### config.mk
export PLATFORM = sky130hd
export DESIGN_NAME = ice_hostbus_master_flat
export DESIGN_NICKNAME = d
export VERILOG_FILES = /design/src/rtl/ice_hb_pkg.sv /design/src/rtl/ice_hostbus_master_if.sv /design/src/rtl/ice_hb_timer.sv /design/src/rtl/ice_hostbus_master.sv /design/src/flat_wrapper.sv
export SDC_FILE = /design/constraint.sdc
export NUM_CORES = 1
export LEC_CHECK = 0
export CORE_MARGIN = 2
export CORE_UTILIZATION = 44
export DETAILED_ROUTE_END_ITERATION = 6
export GPL_ROUTABILITY_DRIVEN = 0
export PLACE_DENSITY = 0.91
export SLEW_MARGIN = 20
export SYNTH_ARGS = -nofsm -noshare
export SYNTH_HDL_FRONTEND = slang
export SYNTH_SLANG_ARGS = --single-unit
export TNS_END_PERCENT = 50
### constraint.sdc
create_clock -name CLK -period 3.9 [get_ports CLK]
set_input_delay 0.78 -clock CLK [delete_from_list [all_inputs] [get_ports CLK]]
set_output_delay 0.78 -clock CLK [all_outputs]
set_load 0.02 [all_outputs]
### src/rtl/ice_hb_pkg.sv
// Shared definitions for the ICE host bus master.
// Holds the FSM state encoding, the bus width and the slave register address map.
package ice_hb_pkg;

    localparam int unsigned BusW = 32;

    // Slave register address map
    localparam logic [BusW-1:0] ICE_MASK_ADDR  = 32'h0880_4000;
    localparam logic [BusW-1:0] ICE_BRK_ADDR   = 32'h0880_4010;
    localparam logic [BusW-1:0] ICE_TRACE_ADDR = 32'h0880_4020;

    typedef enum logic [2:0] {
        StIdle,
        StSetup,
        StStrobe,
        StHold,
        StRdWait,
        StResp
    } state_e;

    // Word-aligned byte address check
    function automatic logic addr_aligned(input logic [BusW-1:0] addr);
        return addr[1:0] == 2'b00;
    endfunction

endpackage

### src/rtl/ice_hostbus_master_if.sv
// Command/response channel and ICE host bus signals as seen by the master.
// master modport: the initiator (ice_hostbus_master).
// slave modport : the debug controller plus the bus slaves, i.e. everything around it.
interface ice_hostbus_master_if;
    import ice_hb_pkg::*;

    logic            CMD_VALID;
    logic            CMD_READY;
    logic            CMD_WR;
    logic [BusW-1:0] CMD_ADDR;
    logic [BusW-1:0] CMD_WDATA;
    logic            RSP_VALID;
    logic            RSP_READY;
    logic [BusW-1:0] RSP_RDATA;
    logic            RSP_ERR;
    logic [BusW-1:0] ICEIFA;
    logic [BusW-1:0] ICEDI;
    logic [BusW-1:0] ICEDO;
    logic            ICEWR;
    logic            BUSY;

    modport master (
        input  CMD_VALID, CMD_WR, CMD_ADDR, CMD_WDATA, RSP_READY, ICEDO,
        output CMD_READY, RSP_VALID, RSP_RDATA, RSP_ERR, ICEIFA, ICEDI, ICEWR, BUSY
    );

    modport slave (
        output CMD_VALID, CMD_WR, CMD_ADDR, CMD_WDATA, RSP_READY, ICEDO,
        input  CMD_READY, RSP_VALID, RSP_RDATA, RSP_ERR, ICEIFA, ICEDI, ICEWR, BUSY
    );

endinterface

### src/rtl/ice_hb_timer.sv
// Loadable down-counter that times each bus phase.
// Ports: clk_i/rst_i (sync active-high), load_i + load_val_i load a new count,
// zero_o is high while the count is 0. The count holds at 0 until reloaded.
module ice_hb_timer #(
    parameter int unsigned CNT_W = 4
) (
    input  logic             clk_i,
    input  logic             rst_i,
    input  logic             load_i,
    input  logic [CNT_W-1:0] load_val_i,
    output logic             zero_o
);

    logic [CNT_W-1:0] cnt_d, cnt_q;

    always_comb begin
        cnt_d = cnt_q;
        if (load_i) begin
            cnt_d = load_val_i;
        end else if (cnt_q != '0) begin
            cnt_d = cnt_q - 1'b1;
        end
    end

    always_ff @(posedge clk_i) begin
        if (rst_i) begin
            cnt_q <= '0;
        end else begin
            cnt_q <= cnt_d;
        end
    end

    assign zero_o = (cnt_q == '0);

endmodule

### src/rtl/ice_hostbus_master.sv
// ICE host bus initiator: runs one read or write bus cycle per accepted command
// and returns the result on the response channel. All outputs are registered.
// Ports: CLK, RST (sync active-high), hb (master modport: CMD_*, RSP_*, ICEIFA,
// ICEDI, ICEDO, ICEWR, BUSY).
module ice_hostbus_master
    import ice_hb_pkg::*;
#(
    parameter int unsigned SETUP_CYC  = 1,
    parameter int unsigned STROBE_CYC = 2,
    parameter int unsigned HOLD_CYC   = 1,
    parameter int unsigned RD_WAIT    = 2,
    parameter int unsigned CNT_W      = 4
) (
    input  logic                  CLK,
    input  logic                  RST,
    ice_hostbus_master_if.master  hb
);

    // The timer is loaded with N-1 on entry, so a phase lasts exactly N cycles.
    localparam logic [CNT_W-1:0] SetupLd  = CNT_W'(SETUP_CYC - 1);
    localparam logic [CNT_W-1:0] StrobeLd = CNT_W'(STROBE_CYC - 1);
    localparam logic [CNT_W-1:0] HoldLd   = CNT_W'(HOLD_CYC - 1);
    localparam logic [CNT_W-1:0] RdLd     = CNT_W'(RD_WAIT - 1);

    state_e          state_d, state_q;
    logic            is_wr_d, is_wr_q;
    logic            cmd_ready_d, cmd_ready_q;
    logic            rsp_valid_d, rsp_valid_q;
    logic [BusW-1:0] rsp_rdata_d, rsp_rdata_q;
    logic            rsp_err_d, rsp_err_q;
    logic [BusW-1:0] iceifa_d, iceifa_q;
    logic [BusW-1:0] icedi_d, icedi_q;
    logic            icewr_d, icewr_q;
    logic            busy_d, busy_q;

    logic             tmr_load;
    logic [CNT_W-1:0] tmr_val;
    logic             tmr_zero;
    logic             accept;

    ice_hb_timer #(
        .CNT_W (CNT_W)
    ) u_timer (
        .clk_i      (CLK),
        .rst_i      (RST),
        .load_i     (tmr_load),
        .load_val_i (tmr_val),
        .zero_o     (tmr_zero)
    );

    // cmd_ready_q is only ever high in IDLE, so it alone gates acceptance.
    assign accept = cmd_ready_q & hb.CMD_VALID;

    always_comb begin
        state_d     = state_q;
        is_wr_d     = is_wr_q;
        rsp_valid_d = rsp_valid_q;
        rsp_rdata_d = rsp_rdata_q;
        rsp_err_d   = rsp_err_q;
        iceifa_d    = iceifa_q;
        icedi_d     = icedi_q;
        tmr_load    = 1'b0;
        tmr_val     = '0;

        unique case (state_q)
            StIdle: begin
                if (accept) begin
                    if (!addr_aligned(hb.CMD_ADDR)) begin
                        // Bus stays idle; report the error straight away.
                        state_d     = StResp;
                        rsp_valid_d = 1'b1;
                        rsp_err_d   = 1'b1;
                        rsp_rdata_d = '0;
                    end else begin
                        state_d  = StSetup;
                        is_wr_d  = hb.CMD_WR;
                        iceifa_d = hb.CMD_ADDR;
                        icedi_d  = hb.CMD_WR ? hb.CMD_WDATA : '0;
                        tmr_load = 1'b1;
                        tmr_val  = SetupLd;
                    end
                end
            end
            StSetup: begin
                if (tmr_zero) begin
                    tmr_load = 1'b1;
                    if (is_wr_q) begin
                        state_d = StStrobe;
                        tmr_val = StrobeLd;
                    end else begin
                        state_d = StRdWait;
                        tmr_val = RdLd;
                    end
                end
            end
            StStrobe: begin
                if (tmr_zero) begin
                    state_d  = StHold;
                    tmr_load = 1'b1;
                    tmr_val  = HoldLd;
                end
            end
            StHold: begin
                if (tmr_zero) begin
                    state_d     = StResp;
                    rsp_valid_d = 1'b1;
                    rsp_err_d   = 1'b0;
                    rsp_rdata_d = '0;
                end
            end
            StRdWait: begin
                if (tmr_zero) begin
                    state_d     = StResp;
                    rsp_valid_d = 1'b1;
                    rsp_err_d   = 1'b0;
                    rsp_rdata_d = hb.ICEDO;
                end
            end
            StResp: begin
                if (hb.RSP_READY) begin
                    state_d     = StIdle;
                    rsp_valid_d = 1'b0;
                    iceifa_d    = '0;
                    icedi_d     = '0;
                end
            end
            default: begin
                state_d = StIdle;
            end
        endcase

        icewr_d = (state_d == StStrobe);
        busy_d  = (state_d != StIdle);
        // Ready comes one cycle after re-entering IDLE, never alongside a response.
        cmd_ready_d = (state_q == StIdle) && !accept;
    end

    always_ff @(posedge CLK) begin
        if (RST) begin
            state_q     <= StIdle;
            is_wr_q     <= 1'b0;
            cmd_ready_q <= 1'b0;
            rsp_valid_q <= 1'b0;
            rsp_rdata_q <= '0;
            rsp_err_q   <= 1'b0;
            iceifa_q    <= '0;
            icedi_q     <= '0;
            icewr_q     <= 1'b0;
            busy_q      <= 1'b0;
        end else begin
            state_q     <= state_d;
            is_wr_q     <= is_wr_d;
            cmd_ready_q <= cmd_ready_d;
            rsp_valid_q <= rsp_valid_d;
            rsp_rdata_q <= rsp_rdata_d;
            rsp_err_q   <= rsp_err_d;
            iceifa_q    <= iceifa_d;
            icedi_q     <= icedi_d;
            icewr_q     <= icewr_d;
            busy_q      <= busy_d;
        end
    end

    assign hb.CMD_READY = cmd_ready_q;
    assign hb.RSP_VALID = rsp_valid_q;
    assign hb.RSP_RDATA = rsp_rdata_q;
    assign hb.RSP_ERR   = rsp_err_q;
    assign hb.ICEIFA    = iceifa_q;
    assign hb.ICEDI     = icedi_q;
    assign hb.ICEWR     = icewr_q;
    assign hb.BUSY      = busy_q;

endmodule
### src/flat_wrapper.sv
// flat-port wrapper written by rule: the top's interface ports become plain ports
module ice_hostbus_master_flat import ice_hb_pkg::*;
#(
    parameter int unsigned SETUP_CYC  = 1,
    parameter int unsigned STROBE_CYC = 2,
    parameter int unsigned HOLD_CYC   = 1,
    parameter int unsigned RD_WAIT    = 2,
    parameter int unsigned CNT_W      = 4
)
  (CLK, RST, hb_CMD_VALID, hb_CMD_WR, hb_CMD_ADDR, hb_CMD_WDATA, hb_RSP_READY, hb_ICEDO, hb_CMD_READY, hb_RSP_VALID, hb_RSP_RDATA, hb_RSP_ERR, hb_ICEIFA, hb_ICEDI, hb_ICEWR, hb_BUSY);
  ice_hostbus_master_if hb_i ();
  input  logic CLK;
  input  logic RST;
  input wire logic [$bits(hb_i.CMD_VALID)-1:0] hb_CMD_VALID;
  input wire logic [$bits(hb_i.CMD_WR)-1:0] hb_CMD_WR;
  input wire logic [$bits(hb_i.CMD_ADDR)-1:0] hb_CMD_ADDR;
  input wire logic [$bits(hb_i.CMD_WDATA)-1:0] hb_CMD_WDATA;
  input wire logic [$bits(hb_i.RSP_READY)-1:0] hb_RSP_READY;
  input wire logic [$bits(hb_i.ICEDO)-1:0] hb_ICEDO;
  output wire logic [$bits(hb_i.CMD_READY)-1:0] hb_CMD_READY;
  output wire logic [$bits(hb_i.RSP_VALID)-1:0] hb_RSP_VALID;
  output wire logic [$bits(hb_i.RSP_RDATA)-1:0] hb_RSP_RDATA;
  output wire logic [$bits(hb_i.RSP_ERR)-1:0] hb_RSP_ERR;
  output wire logic [$bits(hb_i.ICEIFA)-1:0] hb_ICEIFA;
  output wire logic [$bits(hb_i.ICEDI)-1:0] hb_ICEDI;
  output wire logic [$bits(hb_i.ICEWR)-1:0] hb_ICEWR;
  output wire logic [$bits(hb_i.BUSY)-1:0] hb_BUSY;
  assign hb_i.CMD_VALID = hb_CMD_VALID;
  assign hb_i.CMD_WR = hb_CMD_WR;
  assign hb_i.CMD_ADDR = hb_CMD_ADDR;
  assign hb_i.CMD_WDATA = hb_CMD_WDATA;
  assign hb_i.RSP_READY = hb_RSP_READY;
  assign hb_i.ICEDO = hb_ICEDO;
  assign hb_CMD_READY = hb_i.CMD_READY;
  assign hb_RSP_VALID = hb_i.RSP_VALID;
  assign hb_RSP_RDATA = hb_i.RSP_RDATA;
  assign hb_RSP_ERR = hb_i.RSP_ERR;
  assign hb_ICEIFA = hb_i.ICEIFA;
  assign hb_ICEDI = hb_i.ICEDI;
  assign hb_ICEWR = hb_i.ICEWR;
  assign hb_BUSY = hb_i.BUSY;
  ice_hostbus_master #(.SETUP_CYC(SETUP_CYC), .STROBE_CYC(STROBE_CYC), .HOLD_CYC(HOLD_CYC), .RD_WAIT(RD_WAIT), .CNT_W(CNT_W)) u_core (.CLK(CLK), .RST(RST), .hb(hb_i));
endmodule
==> results of run 1 <==
registers in the layout (all words and copies together), names as in the netlist:
name,count
u_core.hb.RSP_ERR,1
u_core.hb.ICEDI,32
u_core.is_wr_q,1
u_core.hb.ICEWR,1
u_core.hb.BUSY,1
u_core.u_timer.cnt_q,4
u_core.state_q,3
u_core.hb.RSP_RDATA,32
u_core.hb.ICEIFA,32
u_core.hb.RSP_VALID,1
u_core.hb.CMD_READY,1
per-layer routing:
metal | vias to the layer above | GRT usage
met1 | 1864 | 0.245
met3 | 19 | 0.0441
met2 | 133 | 0.370
met5 | - | 0
li1 | 1906 | -
met4 | 0 | 0.0769
placed cells by master, fill, tap and decap left out, types with 2 or more instances in the layout:
master,count
clkdlybuf4s50_1,200
dfxtp_1,109
nand2_1,58
nor2_1,47
mux2i_1,34
nand2b_1,33
a22oi_1,30
a21oi_1,29
nand3_1,23
clkbuf_8,10
a32oi_1,9
inv_1,4
nor3b_1,4
nor3_1,4
buf_4,4
nor2b_1,3
or3_1,2
clkbuf_1,2
inv_6,2
area by class of cell:
| cell class | instances | area [um^2] |
|---|---|---|
| multi-input combinational | 302 | 1860 |
| inverter | 4 | 15.0 |
| sequential | 109 | 2180 |
| tap | 133 | 166 |
| timing repair buffer | 206 | 2050 |
| fill | 780 | 3160 |
| clock inverter | 4 | 55.1 |
| clock buffer | 12 | 145 |
per-stage QoR:
step	power [mW]	std cells
after floorplan	1.77	454
after global placement	2.00	753
after detailed placement	2.02	754
after CTS	2.72	770
after global routing	2.84	770
final	2.70	770
power by group:
| part | internal, mW | switching [mW] |
|---|---|---|
| clock network | 0.321 | 0.377 |
| registers | 1.18 | 0.0606 |
| logic | 0.372 | 0.382 |
cell families (layout without fill, tap and decap cells):
| kind of cell | count (synthesis) | count (layout) |
|---|---|---|
| buffers and inverters | 43 | 226 |
| AND/OR/NAND/NOR | 184 | 184 |
| adder cells (fa/ha/maj) | 1 | 1 |
| multiplexers | 35 | 35 |
| AO/OA/AOI/OAI | 81 | 81 |
| XOR/XNOR | 1 | 1 |
| flip-flops | 109 | 109 |
critical path, stage by stage:
cell,delay [ns]
clkdlybuf4s50_1,0.48
nand3b_1,0.26
o41a_2,0.87
a22oi_1,0.34
nor2_1,0.07
path summary, 6_finish.rpt:
kind | startpoint | end | slack, ns
hold reg to reg | u_core.hb.ICEDI[17]$_SDFFE_PP0P_ | u_core.hb.ICEDI[17]$_SDFFE_PP0P_ | 0.46
setup reg to reg | u_core.state_q[0]$_SDFF_PP0_ | u_core.hb.ICEIFA[16]$_SDFFE_PP0P_ | 1.55
hold / removal | u_core.hb.ICEDI[17]$_SDFFE_PP0P_ | u_core.hb.ICEDI[17]$_SDFFE_PP0P_ | 0.46
setup / recovery | hb_CMD_VALID | u_core.hb.ICEIFA[16]$_SDFFE_PP0P_ | 1.26
==> flow_summary.yaml, run 1 <==
logic_synthesis:
  synth_compound_area_frac: 0.133
  ys_warn_count: 0
  yosys.area.top_type_share: 0.508
  synthAdderAreaFrac: 0.00291
  synthMuxAreaShare: 0.0818
  synthDistinctLibCells: 42
  ys.flop_type: "dfxtp_1"
  synth-simple-area-share: 0.210
  ys_seq_area_frac: 0.508
  async_flop_share: 0
  synth_most_common_cell: "dfxtp_1"
  ys_ff_latch: 109
  yosys-top-cells-count: "dfxtp_1 (109), nand2_1 (58), nor2_1 (47)"
  synth_area_leaders: "dfxtp_1 (51%), mux2i_1 (7.9%), a22oi_1 (5.2%)"
  syn_nets: 556
  netlist_instances: 454
  syn_avg_cell_area_um2: 9.46
  synthXorXnorAreaFrac: 0.00204
  synth-edff-count: 0
  synth.largest_area_cell: "dfxtp_1"
  syn_area_mm2: 0.00430
  synth_top_family_by_area: "simple AND/OR/NAND/NOR gates"
clocking:
  cts_resized: 0
  clock-sinks: 109
  h-tree-depth: 3
  cts_tree: "yes"
  cts_buffers: 9
  post_cts_buffers: 0
  ctsLongestPathBuffers: 2
  clock_latency_ns: 0.36
  cts_hold_buf: 0
  root_buffer: "clkbuf_8"
  clkTransAtPathRegs_ns: 0.09
route:
  wl_per_cell_um: 15.0
  dr.pass1.iters: 5
  vias: 3922
  route.met3.wl_um: 654
  ant_nets: 0
  m1WireLength_um: 4640
  via_per_inst: 5.09
  wirelength_um: 11500
  routed.top_layer: "met4"
  drt_iter0_markers: 185
  drc: 0
  met2_wirelength_um: 5960
timing:
  period_share: 0.676
  relSlewSlack: 0.260
  layout_min_cycle_time_ns: 2.64
  rsz0062_at_grt: "false"
  worst_slack_ns: 1.26
  fin_skew_ns: 0.0151
  worst_slew_pin_slew_ns: 1.11
  setup-violations-final: 0
  hold_viol_final: 0
  max_freq_mhz: 379
  fin_tns_setup_ns: 0
  maxSlewViolCount: 0
  hold_slack_ns: 0.461
flow_run:
  maxCapViolCount: 0
critical_path:
  r2r_cells: 4
  critPathCaptureType: "register"
  arrival_ns: 2.84
  worstPathMaxFanout: 62
  critPathLaunchType: "input pin"
  worstSetupPathType: "input pin to register"
  cp_data_required_time_ns: 4.11
placement:
  dp_hpwl_um: 8220
  placed_area_mm2: 0.00627
  portBuffers: 201
  place_ws_ns: 0.914
min_path:
  hp-class: "register to register"
  min_path_cells: 2
floorplanning:
  die_height_um: 103
  start_util: 0.446
  core_mm2: 0.00964
  row_count: 36
  die_width_um: 103
  io_pins: 202
  die_area_mm2: 0.0106
grt:
  grt_overflow_total: 0
  grt_usage: 0.207
  antenna_found_initial: 0
  grt_pass1_vias: 3777
  grt_max_degree: 107
  grt_pass1_wl_um: 17500
layout:
  post-route-util: 0.672
  drive_gt1_frac: 0.0440
  final_nets: 734
  area_growth_syn_to_layout_pct: 50.7
  diodes: 0
  design_area_mm2: 0.00647
pwr:
  p_leak_nw: 2.40
  p_per_area_mw_per_mm2: 416
  max-vdd-ir-drop_v: 0.000212
status:
  run_status: "finished, final reports clean"
(Power assumes the default switching activity.)
==> inputs of run 2 (changes only) <==
--- a/config.mk
+++ b/config.mk
@@ -6,10 +6,10 @@
 export NUM_CORES = 1
 export LEC_CHECK = 0
 export CORE_MARGIN = 2
-export CORE_UTILIZATION = 44
+export CORE_UTILIZATION = 37
 export DETAILED_ROUTE_END_ITERATION = 6
 export GPL_ROUTABILITY_DRIVEN = 0
-export PLACE_DENSITY = 0.91
+export PLACE_DENSITY = 0.82
 export SLEW_MARGIN = 20
 export SYNTH_ARGS = -nofsm -noshare
 export SYNTH_HDL_FRONTEND = slang
==> constraint.sdc (replaced) <==
create_clock -name CLK -period 2.4 [get_ports CLK]
set_input_delay 0.48 -clock CLK [delete_from_list [all_inputs] [get_ports CLK]]
set_output_delay 0.48 -clock CLK [all_outputs]
set_load 0.02 [all_outputs]
==> flow_summary.yaml, run 2 (synthesis gave the netlist of run 1 again) <==
route:
  drt_iter0_markers: 261
  drc: 0
  vias: 3951
  via_per_inst: 4.99
  wl_per_cell_um: 14.9
  ant_nets: 0
  dr.pass1.iters: 4
  wirelength_um: 11800
layout:
  diodes: 0
  final_nets: 746
  final_common_cell: "clkdlybuf4s50_1"
  mostFrequentLayoutCells: "clkdlybuf4s50_1 (200), dfxtp_1 (109), nand2_1 (58), nor2_1 (47), mux2i_1 (34)"
  area_growth_syn_to_layout_pct: 55.9
  num-fill-cells: 972
  drive_gt1_frac: 0.0632
pwr:
  power_frac_comb: 0.280
  p_per_area_mw_per_mm2: 709
  max-vdd-ir-drop_v: 0.000594
  swShare: 0.297
  netSwitchingPower_mw: 1.41
  p_leak_nw: 2.51
  internal_power_mw: 3.34
  pwr-share-clk: 0.297
  p_seq_frac: 0.423
flow_run:
  maxCapViolCount: 0
critical_path:
  critPathLaunchType: "register"
  cp_cell_sequence: "inv_1 -> ha_1 -> nor3b_2 -> o21ai_1 -> nor2b_4 -> buf_12 -> mux2i_1"
  worstSetupPathType: "register to register"
  critPathMaxStageDelay_ns: 0.46
  arrival_ns: 2.26
  critPathCaptureType: "register"
  worstPathMaxFanout: 23
  critPathSlowestCell: "nor2b_4"
  cp_data_required_time_ns: 2.66
grt:
  grt_pass1_wl_um: 19300
  grt_usage: 0.186
  grt_overflow_total: 0
  met3_usage: 0.0484
  grt-busiest-layer: "met2"
  grt_max_degree: 63
  use_met1: 0.212
  antenna_found_initial: 0
  grt_pass1_vias: 4070
  grt_use_met2: 0.337
timing:
  layout_min_cycle_time_ns: 1.99
  rsz0062_at_grt: "false"
  maxSlewViolCount: 0
  fin_skew_ns: 0.0101
  fin_tns_setup_ns: 0
  period_share: 0.831
  worst_slack_ns: 0.405
  relSlewSlack: 0.697
  worst_slew_pin_slew_ns: 0.453
  max_freq_mhz: 501
  hold_viol_final: 0
  setup-violations-final: 0
min_path:
  hp-class: "register to register"
clocking:
  cts_hold_buf: 0
  cts_tree: "yes"
  clock-sinks: 109
  clock_latency_ns: 0.34
  clkTransAtPathRegs_ns: 0.07
  ctsLongestPathBuffers: 2
  root_buffer: "clkbuf_16"
  post_cts_buffers: 0
  cts_resized: 0
  cts_buffers: 9
  h-tree-depth: 3
floorplanning:
  die_width_um: 112
  die_height_um: 112
  start_util: 0.378
  io_pins: 202
  row_count: 39
  die_area_mm2: 0.0125
  core_mm2: 0.0114
placement:
  dp_hpwl_um: 8550
  place_ws_ns: -0.129
  portBuffers: 201
status:
  run_status: "finished, final reports clean"
-- run 2: cell count changes in the layout (fill, tap and decap cells not counted), moves of 2 or more --
cell,previous run,this run
clkbuf_16,0,9
buf_4,4,14
clkbuf_8,10,1
buf_12,0,3
clkinv_4,0,3
inv_6,2,0
-- run 2: per-layer routing --
layer / routed length (um) / share of wire
met5: 0 / 0
met4: 267 / 0.023
met3: 792 / 0.067
met2: 5910 / 0.50
met1: 4840 / 0.41
-- run 2: layout make-up --
| type | instances | area [um^2] | area share |
|---|---|---|---|
| well taps | 143 | 179 | 0.0267 |
| clock buffers | 11 | 243 | 0.0362 |
| multi-input cells | 302 | 1860 | 0.278 |
| clock inverters | 5 | 45.0 | 0.00672 |
| inverters | 4 | 15.0 | 0.00224 |
| flip-flops and latches | 109 | 2180 | 0.326 |
| repair buffers | 218 | 2170 | 0.324 |
-- run 2: worst max-delay path: cells and delay by family (launching register included) --
family	cells	cell delay, ns
flops	1	0.38
fa+ha+maj	1	0.24
mux	1	0.22
simple gates	2	0.64
compound gates	1	0.12
buf+inv	2	0.32
-- run 2: final timing paths --
kind | slack, ns | cells past startpoint | end | start
max | 0.41 | 7 | u_core.hb.RSP_RDATA[8]$_SDFFE_PP0P_ | u_core.u_timer.cnt_q[0]$_SDFFE_PP0P_
max reg2reg | 0.41 | 7 | u_core.hb.RSP_RDATA[8]$_SDFFE_PP0P_ | u_core.u_timer.cnt_q[0]$_SDFFE_PP0P_
min reg2reg | 0.45 | 2 | u_core.hb.ICEDI[11]$_SDFFE_PP0P_ | u_core.hb.ICEDI[11]$_SDFFE_PP0P_
min | 0.45 | 2 | u_core.hb.ICEDI[11]$_SDFFE_PP0P_ | u_core.hb.ICEDI[11]$_SDFFE_PP0P_
-- run 2: metrics by stage --
| step | power (mW) | cells | instance area [um^2] | hold slack [ns] | util |
|---|---|---|---|---|---|
| 6_report | 4.75 | 792 | 6700 | 0.453 | 0.589 |
| 5_1_grt | 5.00 | 792 | 6700 | 0.473 | 0.589 |
| 4_1_cts | 4.78 | 791 | 6680 | 0.454 | 0.587 |
| 3_5_place_dp | 3.37 | 775 | 6390 | 0.444 | 0.562 |
| 3_3_place_gp | 3.32 | 775 | 6390 | 0.439 | 0.562 |
| 2_1_floorplan | 2.87 | 454 | 4300 | 0.452 | - |
-- run 2: power by group through the flow --
stage / Sequential [mW] / Combinational, mW / Clock [mW]
2_1_floorplan: 2.12 / 0.754 / 0
3_3_place_gp: 2.05 / 1.27 / 0
3_5_place_dp: 2.05 / 1.31 / 0
4_1_cts: 2.01 / 1.32 / 1.45
5_1_grt: 2.03 / 1.43 / 1.54
6_report: 2.01 / 1.33 / 1.41
==> RTL change (config.mk and constraints of run 1) <==
Set the package constant `BusW` to 64 (it was 32).
--- a/src/rtl/ice_hb_pkg.sv
+++ b/src/rtl/ice_hb_pkg.sv
@@ -2,7 +2,7 @@
 // Holds the FSM state encoding, the bus width and the slave register address map.
 package ice_hb_pkg;
 
-    localparam int unsigned BusW = 32;
+    localparam int unsigned BusW = 64;
 
     // Slave register address map
     localparam logic [BusW-1:0] ICE_MASK_ADDR  = 32'h0880_4000;
Ports: changed (6 resized); port bits go from 202 to 394. The function was not compared with the original's and may differ.
==> RTL change against run 1 <==
- cell area is 94% higher
- largest cell class unchanged
- via count is 84% higher
- wire length is 130% higher
- synthesized area is 81% higher
- critical path depth is 1 higher
- power is 110% higher
- sequential cell count is 96 higher
- register-to-register slack hardly changed
- setup slack better by 0.077 ns
- synthesized cell count is 74% higher
- utilization is 5.4 points higher
==> RTL change: results (changes against run 1) <==
- Post-synth top cells: dfxtp_1 (205), nand2b_1 (131), mux2i_1 (67), nand2_1 (67), o21ai_0 (67)
- Multiplexer area fraction after synthesis: 0.0861 (+0.00426)
- Worst Skew: 0.00451 ns (-0.0106 ns)
- Routed wl met2: 13.2 mm (+120%)
- Per-cell routed wire length: 19.1 um (+27%)
- Final non-filler cell total: 1387 (+80%)
- H-tree depth: 1 (-2)
- Outcome: completed
- Synth unique cells: 40 (-4.8%)
- Leakage: 0.00440 uW (+83%)
- Synth Area in Compound Gates: 0.128 (-0.00523)
- Cts bufs inserted: 22 (+13)
- Comb. pwr: 1240 uW (+64%)
- Number of global-route vias before repair: 7152 (+89%)
- Critical Path Fanout Max: 41 (-34%)
- # diodes: 1 (+1)
- Non-Clock Buffer Count: 404 (+96%)
- Synth Net Count: 986 (+77%)
- Met1 wire length: 9.12 mm (+96%)
- Clock Latency Late Sink: 0.49 ns (+0.13 ns)
- Worst min-delay path endpoint: u_core.hb.ICEDI[57]$_SDFFE_PP0P_
- Max incr delay on CP: 0.61 ns (-0.26 ns)
- Clock buffer count: 31 (+19)
- CTS clk-pin slew, worst paths: 0.06 ns (-0.03 ns)
- Largest net degree at the start of global routing: 129 (+21%)
- Nets: 1347 (+84%)
- R2r worst-path depth: 6 (+2)
- RR Endpoint: u_core.hb.ICEIFA[6]$_SDFFE_PP0P_
- Max Root-Sink Buffers: 3 (+1)
- Layout cells sized above 1: 0.0465 (+0.00256)
- Grt met2 use: 0.472 (+0.102)
- Synth Area in XOR/XNOR: 0.00225 (+0.000210)
- Hold Crit Start: u_core.hb.ICEDI[57]$_SDFFE_PP0P_
- Slew @ Worst Pin: 0.718 ns (-0.392 ns)
- Post-Syn Instances: 788 (+74%)
- Detailed-route via count: 7218 (+84%)
- Met3 usage: 0.110 (+0.0659)
- CP arrival: 2.94 ns (+0.10 ns)
- GRT Total Usage: 0.262 (+0.0545)
==> RTL change: cell types whose count changed after synthesis, sizes merged, moves of 20 or more <==
cell,before,now
dfxtp,109,205
clkbuf,16,36
nand2b,33,131
o21ai,2,67
mux2i,34,67
a22oi,30,0
a21oi,29,6
nor2,47,9
nand3,23,66
a22o,0,62
==> RTL change: worst max-delay path by stage <==
stage | startpoint | end | cells after the start
floorplan | hb_CMD_ADDR[1] | u_core.hb.ICEIFA[10]$_SDFFE_PP0P_ | 6
detailed placement | hb_CMD_ADDR[1] | u_core.hb.ICEIFA[8]$_SDFFE_PP0P_ | 6
global route | hb_CMD_ADDR[1] | u_core.hb.ICEIFA[19]$_SDFFE_PP0P_ | 6
CTS | hb_CMD_ADDR[1] | u_core.hb.ICEIFA[46]$_SDFFE_PP0P_ | 6
global placement | hb_CMD_ADDR[1] | u_core.hb.ICEIFA[11]$_SDFFE_PP0P_ | 6
finish | hb_CMD_ADDR[1] | u_core.hb.ICEIFA[6]$_SDFFE_PP0P_ | 6
